[config.mk]
export PLATFORM = sky130hd
export DESIGN_NAME = clock_cfg_tx_flat
export DESIGN_NICKNAME = d
export VERILOG_FILES = /design/src/rtl/clock_cfg_pkg.sv /design/src/rtl/clock_cfg_tx_if.sv /design/src/rtl/clock_cfg_tx.sv /design/src/flat_wrapper.sv
export SDC_FILE = /design/constraint.sdc
export NUM_CORES = 1
export LEC_CHECK = 0
export ABC_AREA = 1
export BUFFER_PORTS_ARGS = -buffer_cell sky130_fd_sc_hd__clkbuf_2
export CORE_MARGIN = 2
export CORE_UTILIZATION = 30
export CTS_CLUSTER_SIZE = 14
export DETAILED_ROUTE_END_ITERATION = 7
export GPL_TIMING_DRIVEN = 0
export PLACE_DENSITY = 0.57
export SLEW_MARGIN = 5
export SYNTH_ARGS = -nofsm -noshare
export SYNTH_HDL_FRONTEND = slang
export SYNTH_SLANG_ARGS = --single-unit
[constraint.sdc]
create_clock -name fastClk -period 1.5 [get_ports fastClk]
set_input_delay 0.375 -clock fastClk [delete_from_list [all_inputs] [get_ports fastClk]]
set_output_delay 0.375 -clock fastClk [all_outputs]
set_load 0.1 [all_outputs]
[src/rtl/clock_cfg_pkg.sv]
// Shared definitions for the slow-clock configuration link (transmitter and receiver).
package clock_cfg_pkg;

    localparam int CLK_CFG_W     = 32;
    localparam int CLK_CFG_IDX_W = 5;

    typedef enum logic [1:0] {
        IDLE,
        SYNC,
        SHIFT,
        GAP
    } clock_cfg_state_t;

endpackage

[src/rtl/clock_cfg_tx_if.sv]
// Bundle of the configuration handshake and the serial link toward the clock block.
interface clock_cfg_tx_if;
    import clock_cfg_pkg::*;

    logic [CLK_CFG_W-1:0] cfg_data;
    logic                 cfg_valid;
    logic                 cfg_ready;
    logic                 clock_change_mode;
    logic                 clock_max_count;
    logic                 busy;
    logic                 done;

    modport master (
        output cfg_data,
        output cfg_valid,
        input  cfg_ready,
        input  clock_change_mode,
        input  clock_max_count,
        input  busy,
        input  done
    );

    modport slave (
        input  cfg_data,
        input  cfg_valid,
        output cfg_ready,
        output clock_change_mode,
        output clock_max_count,
        output busy,
        output done
    );

endinterface

[src/rtl/clock_cfg_tx.sv]
// Serialises a 32-bit half-period count LSB first behind a one-cycle sync marker.
// Optional macro CLOCK_CFG_TX_SKIP_SAME_EN drops values equal to the last one sent.
module clock_cfg_tx
    import clock_cfg_pkg::*;
#(
    parameter int unsigned GAP_CYCLES = 2
) (
    input  logic           fastClk,
    input  logic           rst,
    clock_cfg_tx_if.slave  cfg_if
);

    localparam int GAP_W = (GAP_CYCLES > 1) ? $clog2(GAP_CYCLES) : 1;
    localparam logic [GAP_W-1:0] GAP_LOAD = GAP_W'(GAP_CYCLES - 1);
    localparam logic [CLK_CFG_IDX_W-1:0] IDX_LAST = '1;

    clock_cfg_state_t           state_q, state_d;
    logic [CLK_CFG_W-1:0]       shift_q, shift_d;
    logic [CLK_CFG_IDX_W-1:0]   idx_q, idx_d;
    logic [GAP_W-1:0]           gap_q, gap_d;
    logic                       mode_q, mode_d;
    logic                       bit_q, bit_d;
    logic                       done_q, done_d;
    logic                       skip_hit;

`ifdef CLOCK_CFG_TX_SKIP_SAME_EN
    logic [CLK_CFG_W-1:0]       last_sent_q, last_sent_d;

    // Reset value 0 matches the receiver's reset maxCount.
    always_ff @(posedge fastClk or negedge rst) begin
        if (!rst) begin
            last_sent_q <= '0;
        end else begin
            last_sent_q <= last_sent_d;
        end
    end

    assign skip_hit = (cfg_if.cfg_data == last_sent_q);
`else
    assign skip_hit = 1'b0;
`endif

    always_ff @(posedge fastClk or negedge rst) begin
        if (!rst) begin
            state_q <= IDLE;
            shift_q <= '0;
            idx_q   <= '0;
            gap_q   <= '0;
            mode_q  <= 1'b0;
            bit_q   <= 1'b0;
            done_q  <= 1'b0;
        end else begin
            state_q <= state_d;
            shift_q <= shift_d;
            idx_q   <= idx_d;
            gap_q   <= gap_d;
            mode_q  <= mode_d;
            bit_q   <= bit_d;
            done_q  <= done_d;
        end
    end

    // Outputs are computed one cycle ahead so the serial pair comes straight from flops.
    always_comb begin
        state_d = state_q;
        shift_d = shift_q;
        idx_d   = idx_q;
        gap_d   = gap_q;
        mode_d  = 1'b0;
        bit_d   = 1'b0;
        done_d  = 1'b0;
`ifdef CLOCK_CFG_TX_SKIP_SAME_EN
        last_sent_d = last_sent_q;
`endif

        case (state_q)
            IDLE: begin
                if (cfg_if.cfg_valid) begin
                    if (skip_hit) begin
                        done_d = 1'b1;
                    end else begin
                        shift_d = cfg_if.cfg_data;
                        idx_d   = '0;
                        state_d = SYNC;
                        mode_d  = 1'b1;
`ifdef CLOCK_CFG_TX_SKIP_SAME_EN
                        last_sent_d = cfg_if.cfg_data;
`endif
                    end
                end
            end

            SYNC: begin
                state_d = SHIFT;
                mode_d  = 1'b1;
                bit_d   = shift_q[0];
                shift_d = shift_q >> 1;
            end

            SHIFT: begin
                // Index wraps 31 -> 0 on the last bit; that is the normal exit.
                idx_d = idx_q + 1'b1;
                if (idx_q == IDX_LAST) begin
                    state_d = GAP;
                    done_d  = 1'b1;
                    gap_d   = GAP_LOAD;
                end else begin
                    mode_d  = 1'b1;
                    bit_d   = shift_q[0];
                    shift_d = shift_q >> 1;
                end
            end

            GAP: begin
                if (gap_q == '0) begin
                    state_d = IDLE;
                end else begin
                    gap_d = gap_q - 1'b1;
                end
            end

            default: begin
                state_d = IDLE;
            end
        endcase
    end

    assign cfg_if.cfg_ready         = (state_q == IDLE);
    assign cfg_if.busy              = (state_q != IDLE);
    assign cfg_if.clock_change_mode = mode_q;
    assign cfg_if.clock_max_count   = bit_q;
    assign cfg_if.done              = done_q;

endmodule

[src/flat_wrapper.sv]
// flat-port wrapper written by rule: the top's interface ports become plain ports
module clock_cfg_tx_flat import clock_cfg_pkg::*;
#(
    parameter int unsigned GAP_CYCLES = 2
)
  (fastClk, rst, cfg_if_cfg_data, cfg_if_cfg_valid, cfg_if_cfg_ready, cfg_if_clock_change_mode, cfg_if_clock_max_count, cfg_if_busy, cfg_if_done);
  clock_cfg_tx_if cfg_if_i ();
  input  logic fastClk;
  input  logic rst;
  input wire logic [$bits(cfg_if_i.cfg_data)-1:0] cfg_if_cfg_data;
  input wire logic [$bits(cfg_if_i.cfg_valid)-1:0] cfg_if_cfg_valid;
  output wire logic [$bits(cfg_if_i.cfg_ready)-1:0] cfg_if_cfg_ready;
  output wire logic [$bits(cfg_if_i.clock_change_mode)-1:0] cfg_if_clock_change_mode;
  output wire logic [$bits(cfg_if_i.clock_max_count)-1:0] cfg_if_clock_max_count;
  output wire logic [$bits(cfg_if_i.busy)-1:0] cfg_if_busy;
  output wire logic [$bits(cfg_if_i.done)-1:0] cfg_if_done;
  assign cfg_if_i.cfg_data = cfg_if_cfg_data;
  assign cfg_if_i.cfg_valid = cfg_if_cfg_valid;
  assign cfg_if_cfg_ready = cfg_if_i.cfg_ready;
  assign cfg_if_clock_change_mode = cfg_if_i.clock_change_mode;
  assign cfg_if_clock_max_count = cfg_if_i.clock_max_count;
  assign cfg_if_busy = cfg_if_i.busy;
  assign cfg_if_done = cfg_if_i.done;
  clock_cfg_tx #(.GAP_CYCLES(GAP_CYCLES)) u_core (.fastClk(fastClk), .rst(rst), .cfg_if(cfg_if_i));
endmodule
==> results.cfg <==
[sta]
fin_crit_ns = 1.67
finalClockSkew_ns = 0.00328
worst_pin_slew_ns = 1.12
finalHoldViolCount = 0
rsz0062_at_grt = yes
final_max_slew_viol_count = 0
maxSlewHeadroom = 0.255
fmax_mhz = 600
setup_slack_ns = -0.166
min_period_over_period = 1.11
setup-violations-final = 34

[power_and_ir_drop]
p_clk_frac = 0.133
power.internal_mw = 4.36
power_leakage_nw = 1.74
power_density_nw_per_um2 = 2640
peakVddDrop_mv = 1.37
pwr-share-comb = 0.628
power_frac_seq = 0.239
switchingPower_mw = 3.80
p_sw_frac = 0.466
power_mw = 8.16

[drt]
vias = 2197
wl_per_cell_um = 12.7
drc = 0
dr.pass1.iters = 4
final_antenna_net_count = 0
drt_first_iter_violations = 81
wl_mm = 6.10
vias_per_cell = 4.57

[placement]
dp_hpwl_mm = 3.72
io_buffer_count = 39
routabilityCongestion = 0.765
place_area_um2 = 2700

[synthesis]
synth-seq-cells = 43
yosysWarningCount = 0
yosysUniqueCellTypes = 19
synth_top_area_share = 0.456
netlist_instances = 315
yosysTopAreaCell = dfrtp_1
synth-seq-area-share = 0.456
syn_area_per_cell_um2 = 7.49
synth_area_um2 = 2360
synth_area_leaders = dfrtp_1 46%, nand2_1 28%, nand4_1 8.5%
synth_fp_nets = 357

[hold_path]
hold_class = primary input to async pin

[finish]
multi_input_area_um2 = 1160
syn_to_final_growth_pct = 30.9
insertedDiodeCount = 0
layout_commonest_cell = nand2_1
nets = 420
layout_common_cells = 169 x nand2_1, 41 x dfrtp_1, 37 x clkbuf_2
final_cell_area_um2 = 3090
regArea_um2 = 1080
drive_gt1_frac = 0.282
fillers = 813

[worst_setup_path]
crit_path_max_incr_delay_ns = 0.43
r2r-start = u_core.state_q[1]$_DFFE_PN0P_
critical_path_required_ns = 1.12
r2r_slack_ns = -0.11
rr_endpoint = u_core.shift_q[20]$_DFFE_PN0P_
cp_max_fo = 3
critPathKind = flop to output port
endpoint_kind = output port
rr_worst_depth = 10
cp_cell_sequence = inv_2 > ha_4 > clkinvlp_4 > clkbuf_16
cp_slowest_cell = dfrtp_2
startpoint_type = flop
arrival_ns = 1.29

[global_route]
overflow = 0
grt_pass1_wl_mm = 10.3
grt_max_degree = 44
grt_pass1_vias = 2139
grt_usage = 0.151
grt_antenna_before_repair = 0

[die]
io_pins = 40
rows = 32
start_util = 0.307
die_x_um = 92.7
design.core.area_um2 = 7690
dieArea_um2 = 8590
die_h_um = 92.7

[run_status]
violations = negative setup slack
outcome = finished, violations left

[clocking]
clock-root-buffer = clkbuf_8
clock-sinks = 43
cts_made_buffers = 5
h-tree-depth = 2
cts_tree = built
cts_buffer_depth = 2
clk_latency_ns = 0.30
path_clk_slew_ns = 0.08

[job]
cap_violations = 0
==> registers in the layout (all words and copies together), names as in the netlist <==
register / flops
u_core.cfg_if.clock_change_mode: 1
u_core.shift_q: 32
u_core.cfg_if.clock_max_count: 1
u_core.state_q: 2
u_core.cfg_if.done: 1
u_core.idx_q: 5
u_core.gap_q: 1
==> per-stage QoR <==
stage | setup TNS (ns) | cells | util | worst slack, ns | hold WS (ns)
2_1_floorplan | -2.68 | 315 | - | -0.514 | 0.0794
3_3_place_gp | -3.48 | 456 | 0.351 | -0.125 | 0.462
3_5_place_dp | -3.51 | 456 | 0.351 | -0.141 | 0.466
4_1_cts | -3.22 | 477 | 0.392 | -0.159 | 0.307
5_1_grt | -6.33 | 481 | 0.402 | -0.222 | 0.346
6_report | -3.27 | 481 | 0.402 | -0.166 | 0.272
==> routing by layer <==
metal | up-vias | track usage | share of wire
met5 | - | 0 | 0
met4 | 0 | 0.0490 | 0.0098
met3 | 5 | 0.0269 | 0.048
met2 | 59 | 0.247 | 0.46
met1 | 1008 | 0.203 | 0.48
li1 | 1125 | - | -
==> Yosys cell counts <==
cell type / number
nand2_4: 2
nand2_2: 1
ha_1: 7
nor2_1: 5
nand2_1: 173
nor2_4: 1
nand4_1: 32
and3_1: 1
nand3_4: 1
dfrtp_1: 43
buf_2: 13
inv_1: 15
o21bai_1: 1
o21ai_0: 4
buf_6: 4
buf_4: 3
nand3_1: 5
a21oi_1: 3
or2_2: 1
==> logic make-up after synthesis <==
logic type               synth area share
buffers and inverters              0.0801
adder cells (fa/ha/maj)            0.0371
AND/OR/NAND/NOR                     0.408
flip-flops                          0.456
AO/OA/AOI/OAI                      0.0180
==> how the worst max path moves through the flow <==
stage	start	end	slack (ns)	cells past startpoint
after CTS	u_core.state_q[0]$_DFFE_PN0P_	cfg_if_busy	-0.16	4
final	u_core.state_q[1]$_DFFE_PN0P_	cfg_if_busy	-0.17	4
after floorplan	u_core.state_q[1]$_DFFE_PN0P_	u_core.idx_q[3]$_DFFE_PN0P_	-0.51	7
after global placement	u_core.state_q[0]$_DFFE_PN0P_	u_core.shift_q[10]$_DFFE_PN0P_	-0.13	9
after detailed placement	u_core.state_q[1]$_DFFE_PN0P_	u_core.shift_q[12]$_DFFE_PN0P_	-0.14	9
after global routing	u_core.state_q[1]$_DFFE_PN0P_	cfg_if_busy	-0.22	4
==> worst max-delay path, delay by kind of cell (launching register included) <==
family / cells / cell delay [ns]
flops: 1 / 0.43
buf+inv: 3 / 0.39
fa+ha+maj: 1 / 0.16
==> power by group through the flow <==
stage	Clock [mW]	Combinational [mW]	Sequential [mW]
2_1_floorplan	0	3.27	2.08
3_3_place_gp	0	4.29	1.97
3_5_place_dp	0	4.32	1.98
4_1_cts	1.10	4.97	1.94
5_1_grt	1.15	5.82	2.01
6_report	1.09	5.12	1.95
==> area by class of cell <==
class | count | area share
multi-input cells | 237 | 0.375
flip-flops and latches | 43 | 0.349
repair buffers | 56 | 0.122
plain buffers | 20 | 0.0499
well taps | 102 | 0.0413
clock buffers | 6 | 0.0235
clock inverters | 2 | 0.0195
inverters | 15 | 0.0195
==> what timing repair did <==
item | 4_1_cts | 5_1_grt
endpoints found under the setup margin | 34 | 44
pin swaps | 5 | 3
gates resized for setup | 25 | 19
cloned | 3 | 0
hold buffers | 0 | 0
buffers inserted | 10 | 4
Note: power is estimated with default switching activity, not from simulation.
